## src/rtl/seq_shift_left.sv

```systemverilog
// Multi-cycle arithmetic left shifter: one bit per clock, start/busy/done handshake,
// signed-overflow detection. Define SHIFT_SATURATE_EN to clamp overflowed results.
module seq_shift_left #(
    parameter int unsigned WIDTH = 16,
    parameter int unsigned SHW   = 4
) (
    input  logic             clk,
    input  logic             rst_n,
    input  logic             start,
    input  logic [WIDTH-1:0] in,
    input  logic [SHW-1:0]   shamt,
    output logic             busy,
    output logic             done,
    output logic [WIDTH-1:0] out,
    output logic             ovfl,
    output logic             zero
);

    typedef enum logic [1:0] {
        StIdle,
        StShift,
        StDone
    } state_e;

    state_e           state_q, state_d;
    logic [WIDTH-1:0] acc_q, acc_d;
    logic [SHW-1:0]   cnt_q, cnt_d;
    logic             ovf_q, ovf_d;
    logic [WIDTH-1:0] out_q, out_d;
    logic             ovfl_q, ovfl_d;
    logic             zero_q, zero_d;

    // Result-path signals, only meaningful when load_res is set
    logic             load_res;
    logic [WIDTH-1:0] res_val;
    logic             res_ovf;
    logic [WIDTH-1:0] res_final;

`ifdef SHIFT_SATURATE_EN
    localparam logic [WIDTH-1:0] SatMax = {1'b0, {(WIDTH-1){1'b1}}};
    localparam logic [WIDTH-1:0] SatMin = {1'b1, {(WIDTH-1){1'b0}}};

    // Operand sign must be kept: acc has lost it by the time overflow is known
    logic sign_q, sign_d;

    always_comb begin
        sign_d = sign_q;
        if ((state_q != StShift) && start) begin
            sign_d = in[WIDTH-1];
        end
    end

    always_ff @(posedge clk or negedge rst_n) begin
        if (!rst_n) begin
            sign_q <= 1'b0;
        end else begin
            sign_q <= sign_d;
        end
    end

    assign res_final = res_ovf ? (sign_q ? SatMin : SatMax) : res_val;
`else
    assign res_final = res_val;
`endif

    always_comb begin
        state_d  = state_q;
        acc_d    = acc_q;
        cnt_d    = cnt_q;
        ovf_d    = ovf_q;
        load_res = 1'b0;
        res_val  = '0;
        res_ovf  = 1'b0;

        unique case (state_q)
            StIdle, StDone: begin
                if (start) begin
                    acc_d = in;
                    cnt_d = shamt;
                    ovf_d = 1'b0;
                    if (shamt == '0) begin
                        state_d  = StDone;
                        load_res = 1'b1;
                        res_val  = in;
                        res_ovf  = 1'b0;
                    end else begin
                        state_d = StShift;
                    end
                end else if (state_q == StDone) begin
                    state_d = StIdle;
                end
            end
            StShift: begin
                acc_d = {acc_q[WIDTH-2:0], 1'b0};
                ovf_d = ovf_q | (acc_q[WIDTH-1] ^ acc_q[WIDTH-2]);
                cnt_d = cnt_q - SHW'(1);
                if (cnt_q == SHW'(1)) begin
                    state_d  = StDone;
                    load_res = 1'b1;
                    res_val  = acc_d;
                    res_ovf  = ovf_d;
                end
            end
            default: begin
                state_d = StIdle;
            end
        endcase
    end

    // Visible result registers only update on entry into DONE
    always_comb begin
        out_d  = out_q;
        ovfl_d = ovfl_q;
        zero_d = zero_q;
        if (load_res) begin
            out_d  = res_final;
            ovfl_d = res_ovf;
            zero_d = (res_final == '0);
        end
    end

    always_ff @(posedge clk or negedge rst_n) begin
        if (!rst_n) begin
            state_q <= StIdle;
            acc_q   <= '0;
            cnt_q   <= '0;
            ovf_q   <= 1'b0;
            out_q   <= '0;
            ovfl_q  <= 1'b0;
            zero_q  <= 1'b0;
        end else begin
            state_q <= state_d;
            acc_q   <= acc_d;
            cnt_q   <= cnt_d;
            ovf_q   <= ovf_d;
            out_q   <= out_d;
            ovfl_q  <= ovfl_d;
            zero_q  <= zero_d;
        end
    end

    assign busy = (state_q == StShift);
    assign done = (state_q == StDone);
    assign out  = out_q;
    assign ovfl = ovfl_q;
    assign zero = zero_q;

endmodule

```

## config.mk

```make
export PLATFORM = sky130hd
export DESIGN_NAME = seq_shift_left
export DESIGN_NICKNAME = d
export VERILOG_FILES = /design/src/rtl/seq_shift_left.sv
export SDC_FILE = /design/constraint.sdc
export NUM_CORES = 1
export LEC_CHECK = 0
export CAP_MARGIN = 40
export CELL_PAD_IN_SITES_DETAIL_PLACEMENT = 0
export CELL_PAD_IN_SITES_GLOBAL_PLACEMENT = 1
export CORE_MARGIN = 1
export CORE_UTILIZATION = 39
export CTS_CLUSTER_SIZE = 8
export DETAILED_ROUTE_END_ITERATION = 8
export GPL_TIMING_DRIVEN = 0
export PLACE_DENSITY = 0.8
export SKIP_LAST_GASP = 1
export SYNTH_ARGS = -nofsm -noshare
export SYNTH_HDL_FRONTEND = slang
export SYNTH_SLANG_ARGS = --single-unit
```

## constraint.sdc

```tcl
create_clock -name clk -period 2.08 [get_ports clk]
set_input_delay 0.208 -clock clk [delete_from_list [all_inputs] [get_ports clk]]
set_output_delay 0.208 -clock clk [all_outputs]
set_load 0.02 [all_outputs]
```

==> summary by stage, run 1 <==
Run status
The flow ran to the end, and the final reports show no timing, DRC or antenna violations.

Detailed routing
The post-route antenna net violation count is 0. The routed via count divided by cell count is about 5.3. For this block, the via count after detailed routing is between 1500 and 2000. The DRC violation count after routing is 0. The first TritonRoute pass finished after 4 iterations. After detailed routing, the average wire length per cell comes to around 16 um.

Summed over all layers, the routed wires come to ~4800 um. The first-iteration detailed-routing DRC count is 146.

Global routing
The number of antenna violations at the first check in global routing is 0. The via count of the first global-routing pass is roughly 1500. The largest net degree at the start of global routing is 22. The overall routing resource usage is 0.200. Global routing finished with a remaining overflow of 0. The first-pass GRT wire length is around 7800 um.

STA
The count of endpoints failing setup in the final report is 0. The post-route minimum period is about 1.9 ns. Setup repair after global routing left no endpoint under its margin. The number of max-slew violations in the final report came to 0. The maximum operating frequency is between 0.5 and 0.6 GHz. The post-route worst setup slack is 0.213 ns. The worst pin sits at a relative slew slack of 0.648. The count of final hold-check violations is 0. The transition at the pin with the smallest max-transition slack is roughly 0.53 ns. Across the routed clock network, the largest skew measured is roughly 0.0075 ns. The sum of negative setup slack is 0 ns. The portion of the clock cycle consumed by the worst path in the final layout is 0.897.

Hold path
In this run the worst hold path is classified as in2async.

Floorplanning
The chip height is roughly 73 um. Row generation in the floorplan step produced 25 rows. The starting density of the core is 0.413. The area of the die is 5390 sq um. The die outline width is 73.4 um. During I/O placement, the number of pins put on the boundary was 43. The area of the placeable core is 4820 sq um.

Clocking
The insertion delay of the later-clocked pin in the worst-skew pair is roughly 0.30 ns. The total number of H-tree levels is 2. The clock tree root buffer cell is sky130_fd_sc_hd__clkbuf_8. The clock-pin slew on the worst setup and hold paths is ~0.080 ns. The tree built by TritonCTS fans out to between 40 and 50 sinks. TritonCTS built the clock tree.

The number of buffers between clock root and the deepest sink is 2. Buffers inserted during clock tree synthesis total 5.

Logic synthesis
The number of enable flip-flop cells after synthesis is 0. The count of warnings emitted by yosys is 0. Counting flops with an async set or reset pin after synthesis yields a share of 1.00. Among all flip-flop cells after synthesis, the most frequent one is sky130_fd_sc_hd__dfrtp_1. A synthesized cell averages roughly 11 sq um. The sequential element share of the synthesized area is 0.515.

In this run, distinct cell masters in the synthesized netlist total 35. The number of flip-flops and latches in the synthesized netlist is about 40. The synthesized netlist occupies a cell area of between 1500 and 2000 sq um. The number of nets in the synthesized netlist is roughly 210. Synthesis handed over a netlist of between 150 and 200 instances.

Pwr
VDD sags by at most just over 0.7 mV. The leakage power of the design is approximately 1.3 nW. The power density over the cells is roughly 1400 nW/um^2.

Setup path
The largest driver fanout on the critical path is 19. In this run the critical register-to-register path is launched from state_q[1]. The worst setup path is launched from a flop.

For the worst flop-to-flop path, the logic depth is 7. The signal on the critical path passes through nand2b_1, buf_6, inv_1, buf_4, dlygate4sd2_1. The critical path class is reg2out. The delay of the slowest cell on the worst path is 0.39 ns.

The worst flop-to-flop path endpoint is zero. The nature of the critical path endpoint is a primary output. The setup slack of the most critical reg-to-reg path is between 0.4 and 0.5 ns. The data arrival at the endpoint of the critical path is between 1.5 and 2 ns. For the worst setup path, the data required time is around 1.9 ns. Among all stages on the critical path, the largest delay is contributed by sky130_fd_sc_hd__dfrtp_1.

Layout
The share of layout cells above drive strength 1 is 0.179. Leaving out filler cells and counting taps, the final layout contains ~300. In the layout the commonest cells are 41 x sky130_fd_sc_hd__dfrtp_1, 40 x sky130_fd_sc_hd__clkdlybuf4s50_1, 33 x sky130_fd_sc_hd__nand2_1. The library cell used most frequently in the layout, excluding fill and tap cells, is sky130_fd_sc_hd__dfrtp_1. From synthesis to final layout, the design area changed by 32.7%. The final net count is 259. The number of antenna cells inserted is 0.

Placed design
Port buffering added 42 buffers. The HPWL after detailed placement is 3530 um. Routability-driven placement finished with a final weighted congestion of roughly 0.8. The post-placement setup slack is -0.198 ns. The number of cells in the design after placement is between 200 and 300.

Flow run
The tool flagged a number of max-cap violations equal to 0.
==> worst max-delay path by stage <==
stage | from | end | slack, ns | depth (start not counted)
global route | state_q[1] | busy | 0.13 | 5
finish | state_q[1] | busy | 0.21 | 5
detailed placement | state_q[1] | busy | -0.20 | 6
global placement | rst_n | out[2] | -0.32 | 1
floorplan | state_q[1] | state_q[0] | 0.53 | 7
CTS | state_q[1] | busy | 0.20 | 5
==> metrics by stage <==
step	hold WS [ns]	power (mW)	util	cell area (sq um)
6_report	0.414	3.80	0.548	2640
2_1_floorplan	-0.0876	2.50	-	1990
4_1_cts	0.431	3.84	0.548	2640
5_1_grt	0.459	4.10	0.548	2640
3_3_place_gp	0.458	3.14	0.518	2490
3_5_place_dp	0.216	3.17	0.523	2520
==> per-layer routing <==
metal | track usage | part of all wire
met3 | 0.0453 | 0.040
met1 | 0.288 | 0.48
met4 | 0.0769 | 0.013
met2 | 0.293 | 0.47
met5 | 0 | 0
==> registers in the layout, indices dropped and copies added (netlist names) <==
register,cells
acc_q,16
out,16
cnt_q,4
state_q,2
ovf_q,1
ovfl,1
zero,1
==> final cells by class <==
type / instances / area (sq um)
inverter: 4 / 15.0
clock buffer: 7 / 86.3
timing repair buffer: 44 / 452
tap: 67 / 83.8
fill: 481 / 2180
clock inverter: 1 / 30.0
sequential: 41 / 1030
buffer: 11 / 93.8
multi-input combinational: 127 / 855
==> kinds of logic (layout without fill, tap and decap cells) <==
logic type,count (synthesis),after routing,share of synthesized area
xor+xnor,1,1,0.00440
simple gates,63,63,0.162
compound gates,61,61,0.251
buf+inv,16,67,0.0553
fa+ha+maj,2,2,0.0126
flops,41,41,0.515
==> cells in the mapped netlist, drive strengths merged, types with 2 or more instances <==
cell    number  area (sq um)
nand2       33           124
a22o        17           169
buf          8          80.1
dfrtp       41          1030
a22oi       17           128
a221o        2          20.0
ha           2          25.0
inv          4          15.0
nor2b        2          12.5
nand2b       3          18.8
o21ai        5          25.0
a21o        15           120
clkbuf       4          15.0
or4          2          18.8
nor4         5          31.3
nor2         9          57.6
nor3         6          41.3
==> worst max-delay path: cells and delay by family, from the launching register on <==
| kind | cells | cell delay, ns |
|---|---|---|
| AND/OR/NAND/NOR | 1 | 0.16 |
| buffers and inverters | 4 | 0.80 |
| flip-flops | 1 | 0.39 |
==> where the power goes <==
part           total (mW)  switching (mW)  internal (mW)
Combinational        1.66           0.864          0.800
Sequential           1.47           0.306           1.16
Clock               0.670           0.279          0.391
Total                3.80            1.45           2.35
==> repair_timing <==
| action | in CTS | in global routing |
|---|---|---|
| gates resized for setup | 2 | 0 |
| buffers inserted | 0 | 0 |
| setup endpoints to repair | 1 | 0 |
| hold endpoints to repair | 20 | 0 |
| hold buffers | 1 | 0 |
(Power assumes the default switching activity.)
==> run 2, diff against run 1 <==
--- a/config.mk
+++ b/config.mk
@@ -13,6 +13,7 @@
 export CTS_CLUSTER_SIZE = 8
 export DETAILED_ROUTE_END_ITERATION = 8
 export GPL_TIMING_DRIVEN = 0
+export HOLD_SLACK_MARGIN = 0.1
 export PLACE_DENSITY = 0.8
 export SKIP_LAST_GASP = 1
 export SYNTH_ARGS = -nofsm -noshare
==> results of run 2 <==
No change in the layout: final DEF, timing and power equal those of run 1.
==> run 3, diff against run 2 <==
--- a/config.mk
+++ b/config.mk
@@ -9,12 +9,14 @@
 export CELL_PAD_IN_SITES_DETAIL_PLACEMENT = 0
 export CELL_PAD_IN_SITES_GLOBAL_PLACEMENT = 1
 export CORE_MARGIN = 1
-export CORE_UTILIZATION = 39
+export CORE_UTILIZATION = 40
+export CTS_BUF_LIST = sky130_fd_sc_hd__clkbuf_8
 export CTS_CLUSTER_SIZE = 8
 export DETAILED_ROUTE_END_ITERATION = 8
 export GPL_TIMING_DRIVEN = 0
 export HOLD_SLACK_MARGIN = 0.1
-export PLACE_DENSITY = 0.8
+export PLACE_DENSITY = 0.82
+export SETUP_SLACK_MARGIN = 0.05
 export SKIP_LAST_GASP = 1
 export SYNTH_ARGS = -nofsm -noshare
 export SYNTH_HDL_FRONTEND = slang
==> run 3 against run 2 <==
Against the previous run: fmax increased by 1.3%; clock-buffer cell count decreased by 1; clock skew decreased by 0.0021 ns; cell count unchanged; utilization increased by 0.80 points; non-clock buffer count unchanged; flip-flop and latch count unchanged; global-route usage increased by 0.090 points; critical path depth unchanged; first-iteration DRC count decreased by 40%; largest power group unchanged.
==> summary by stage, run 3 (synthesized netlist as in run 1, its figures left out) <==
Setup path
Along the worst path, the maximum fanout reaches 19. STA puts the critical path data arrival time at approximately 1.6 ns. Measured in cells, the most critical reg-to-reg path has a length of 8.

The family with the most delay on the worst path is buffers and inverters. The endpoint identified for the worst register-to-register timing path is zero. The worst setup path is of the reg2out kind.

On the critical path, the stage with the largest delay is an instance of sky130_fd_sc_hd__dfrtp_1. The signal on the critical path passes through nand2b_1, buf_6, inv_1, buf_4, dlygate4sd2_1. For the worst setup path, the data required time is about 1.9 ns. The buffers plus inverters on the worst setup path is 4. The setup slack of the most critical reg-to-reg path is between 0.4 and 0.5 ns. The worst setup path is launched from a flop. In this run the critical register-to-register path is launched from cnt_q[1].

The delay of the slowest cell on the worst path is 0.39 ns. The nature of the critical path endpoint is a primary output.

STA
The count of endpoints failing setup in the final report is 0. Of the available clock period, the critical path in the final layout requires 0.886. The post-route minimum period is approximately 1.8 ns. The sum of negative setup slack is 0 ns. The worst hold-check slack is between 0.4 and 0.5 ns.

Setup repair after global routing left no endpoint under its margin. The count of final hold-check violations came to 0. For the pin with the worst max-slew slack, the measured transition is ~0.53 ns. In this run the tightest slew margin relative to its limit is 0.647. The worst clock skew on the final layout is approximately 0.0054 ns. The post-route worst setup slack is about 0.24 ns. For this run, the top clock speed supported by timing is 0.543 GHz. The number of max-slew violations in the final report came to 0.

Clocking
The number of buffers created by CTS is 5. The clock-pin slew on the worst setup and hold paths is ~0.08 ns. The later pin in the worst-skew pair is clocked with a latency of 0.30 ns.

Clock tree synthesis found a total of 41 sinks. Counting along the longest clock path gives a buffer depth of 2. The cell sitting at the root of the clock tree is a sky130_fd_sc_hd__clkbuf_8.

The clock tree from TritonCTS is done. After clock tree synthesis, the setup repair step added 0 buffers. The total number of H-tree levels is 2.

Floorplanning
The count of pins on the block boundary is 43. The number of core rows is 25. For this configuration, the core starts out at a cell density of 0.419. The area of the placeable core is ~4800 sq um. In this run the horizontal extent of the chip is 72.5 um. The die covers about 5300 sq um. In this run the vertical extent of the chip is between 70 and 80 um.

Global routing
The overall routing resource usage is 0.201. The total congestion overflow is 0. The via count of the first global-routing pass is ~1600. The first global-routing pass estimated just under 8000 um of wire. The number of antenna violations at the first check in global routing is 0.

Entering global routing, the biggest net connects 22 pins.

Pwr
The net switching power figure is approximately 1.5 mW. The cell-internal power is about 2.4 mW. VDD sags by at most between 0.6 and 0.7 mV. Summed over all cells, the static leakage comes to around 1.3 nW. The combinational cell fraction of total power is 0.438. The power after layout is approximately 3.8 mW. The share of total power dissipated in the clock network is 0.178. The part of the total power dissipated in sequential elements is 0.385. The power density over the cells is roughly 1400 nW/um^2.

Of the total power, the share spent switching nets is 0.383.

Layout
Leaving out fill and tap cells, the most frequent cells in the layout are 41 x sky130_fd_sc_hd__dfrtp_1, 40 x sky130_fd_sc_hd__clkdlybuf4s50_1, 33 x sky130_fd_sc_hd__nand2_1. The final standard cell utilization of the core is 0.556. The final net count is between 200 and 300.

The number of antenna cells inserted is 0. The area growth from synthesis to layout is 32.9%. Of the cells placed in the final design, the portion with a size suffix greater than 1 is 0.183. The commonest non-fill, non-tap cell in the layout is sky130_fd_sc_hd__dfrtp_1.

Detailed routing
The DRC violation count after routing is 0. The routed via count divided by cell count is 5.29. In this run the remaining antenna-violating nets after routing total 0.

The detailed-route wire length per cell is 15.8 um. The first-pass detailed-route iteration total is 4. The first-iteration detailed-routing DRC count is slightly below 90. The overall via count from detail_route is 1598.

The routed wire length is approximately 4800 um.

Flow run
The tool flagged a number of max-cap violations equal to 0.

Placed design
At the placement stage, the worst setup path has a slack of -0.175 ns. The count of buffers from port buffering is 42. The congestion estimate from routability-driven global placement came to between 0.7 and 0.8.

Once detailed placement completed, the half-perimeter wirelength came to 3510 um.

Hold path
The type of the most critical hold path is in2async.

Run status
The run finished with clean final reports.
==> run 3: cell types whose count changed in the layout (fill, tap and decap cells not counted), sizes merged <==
cell	delta
clkbuf	-1
clkinvlp	+1
==> run 3: how the worst max path moves through the flow <==
| stage | from | endpoint | cells past startpoint |
|---|---|---|---|
| after floorplan | state_q[1] | state_q[0] | 7 |
| after global placement | rst_n | out[2] | 1 |
| after detailed placement | state_q[1] | busy | 6 |
| after CTS | state_q[1] | busy | 5 |
| after global routing | state_q[1] | busy | 5 |
| final | state_q[1] | busy | 5 |
==> run 3: stage by stage <==
stage | std cells | instance area (sq um)
after floorplan | 184 | 1990
after global placement | 293 | 2490
after detailed placement | 294 | 2520
after CTS | 302 | 2650
after global routing | 302 | 2650
final | 302 | 2650
==> run 3: worst register-to-register path, cell delays in order, from the launching register on <==
cell and delay [ns]:
sky130_fd_sc_hd__dfrtp_1 0.41, sky130_fd_sc_hd__inv_1 0.10, sky130_fd_sc_hd__ha_1 0.15, sky130_fd_sc_hd__nand2b_1 0.11, sky130_fd_sc_hd__nor3_4 0.21, sky130_fd_sc_hd__buf_6 0.19
sky130_fd_sc_hd__buf_8 0.14, sky130_fd_sc_hd__o22ai_1 0.08, sky130_fd_sc_hd__a22oi_1 0.19
==> run 3: layout make-up <==
type / instances / area [sq um]
Buffer: 11 / 93.8
Clock buffer: 6 / 82.6
Clock inverter: 2 / 37.5
Fill cell: 437 / 2110
Inverter: 4 / 15.0
Multi-Input combinational cell: 127 / 855
Sequential cell: 41 / 1030
Tap cell: 67 / 83.8
Timing Repair Buffer: 44 / 452
==> run 3: per-layer routing <==
| metal | part of all wire | vias to the layer above | global-route usage |
|---|---|---|---|
| met5 | 0 | - | 0 |
| met4 | 0.011 | 0 | 0.0784 |
| met3 | 0.038 | 5 | 0.0361 |
| met2 | 0.45 | 39 | 0.305 |
| met1 | 0.50 | 782 | 0.286 |
| li1 | - | 772 | - |
==> run 3: power by group through the flow <==
stage | logic (mW) | registers (mW) | clock network [mW]
floorplan | 0.899 | 1.60 | 0
global placement | 1.65 | 1.48 | 0
detailed placement | 1.69 | 1.48 | 0
CTS | 1.69 | 1.47 | 0.690
global route | 1.84 | 1.51 | 0.721
finish | 1.67 | 1.47 | 0.678
==> run 3: timing repair <==
item / CTS / global route
endpoints found under the setup margin: 1 / 0
hold endpoints to repair: 20 / 0
resized for setup: 2 / 0
hold buffers: 1 / 0
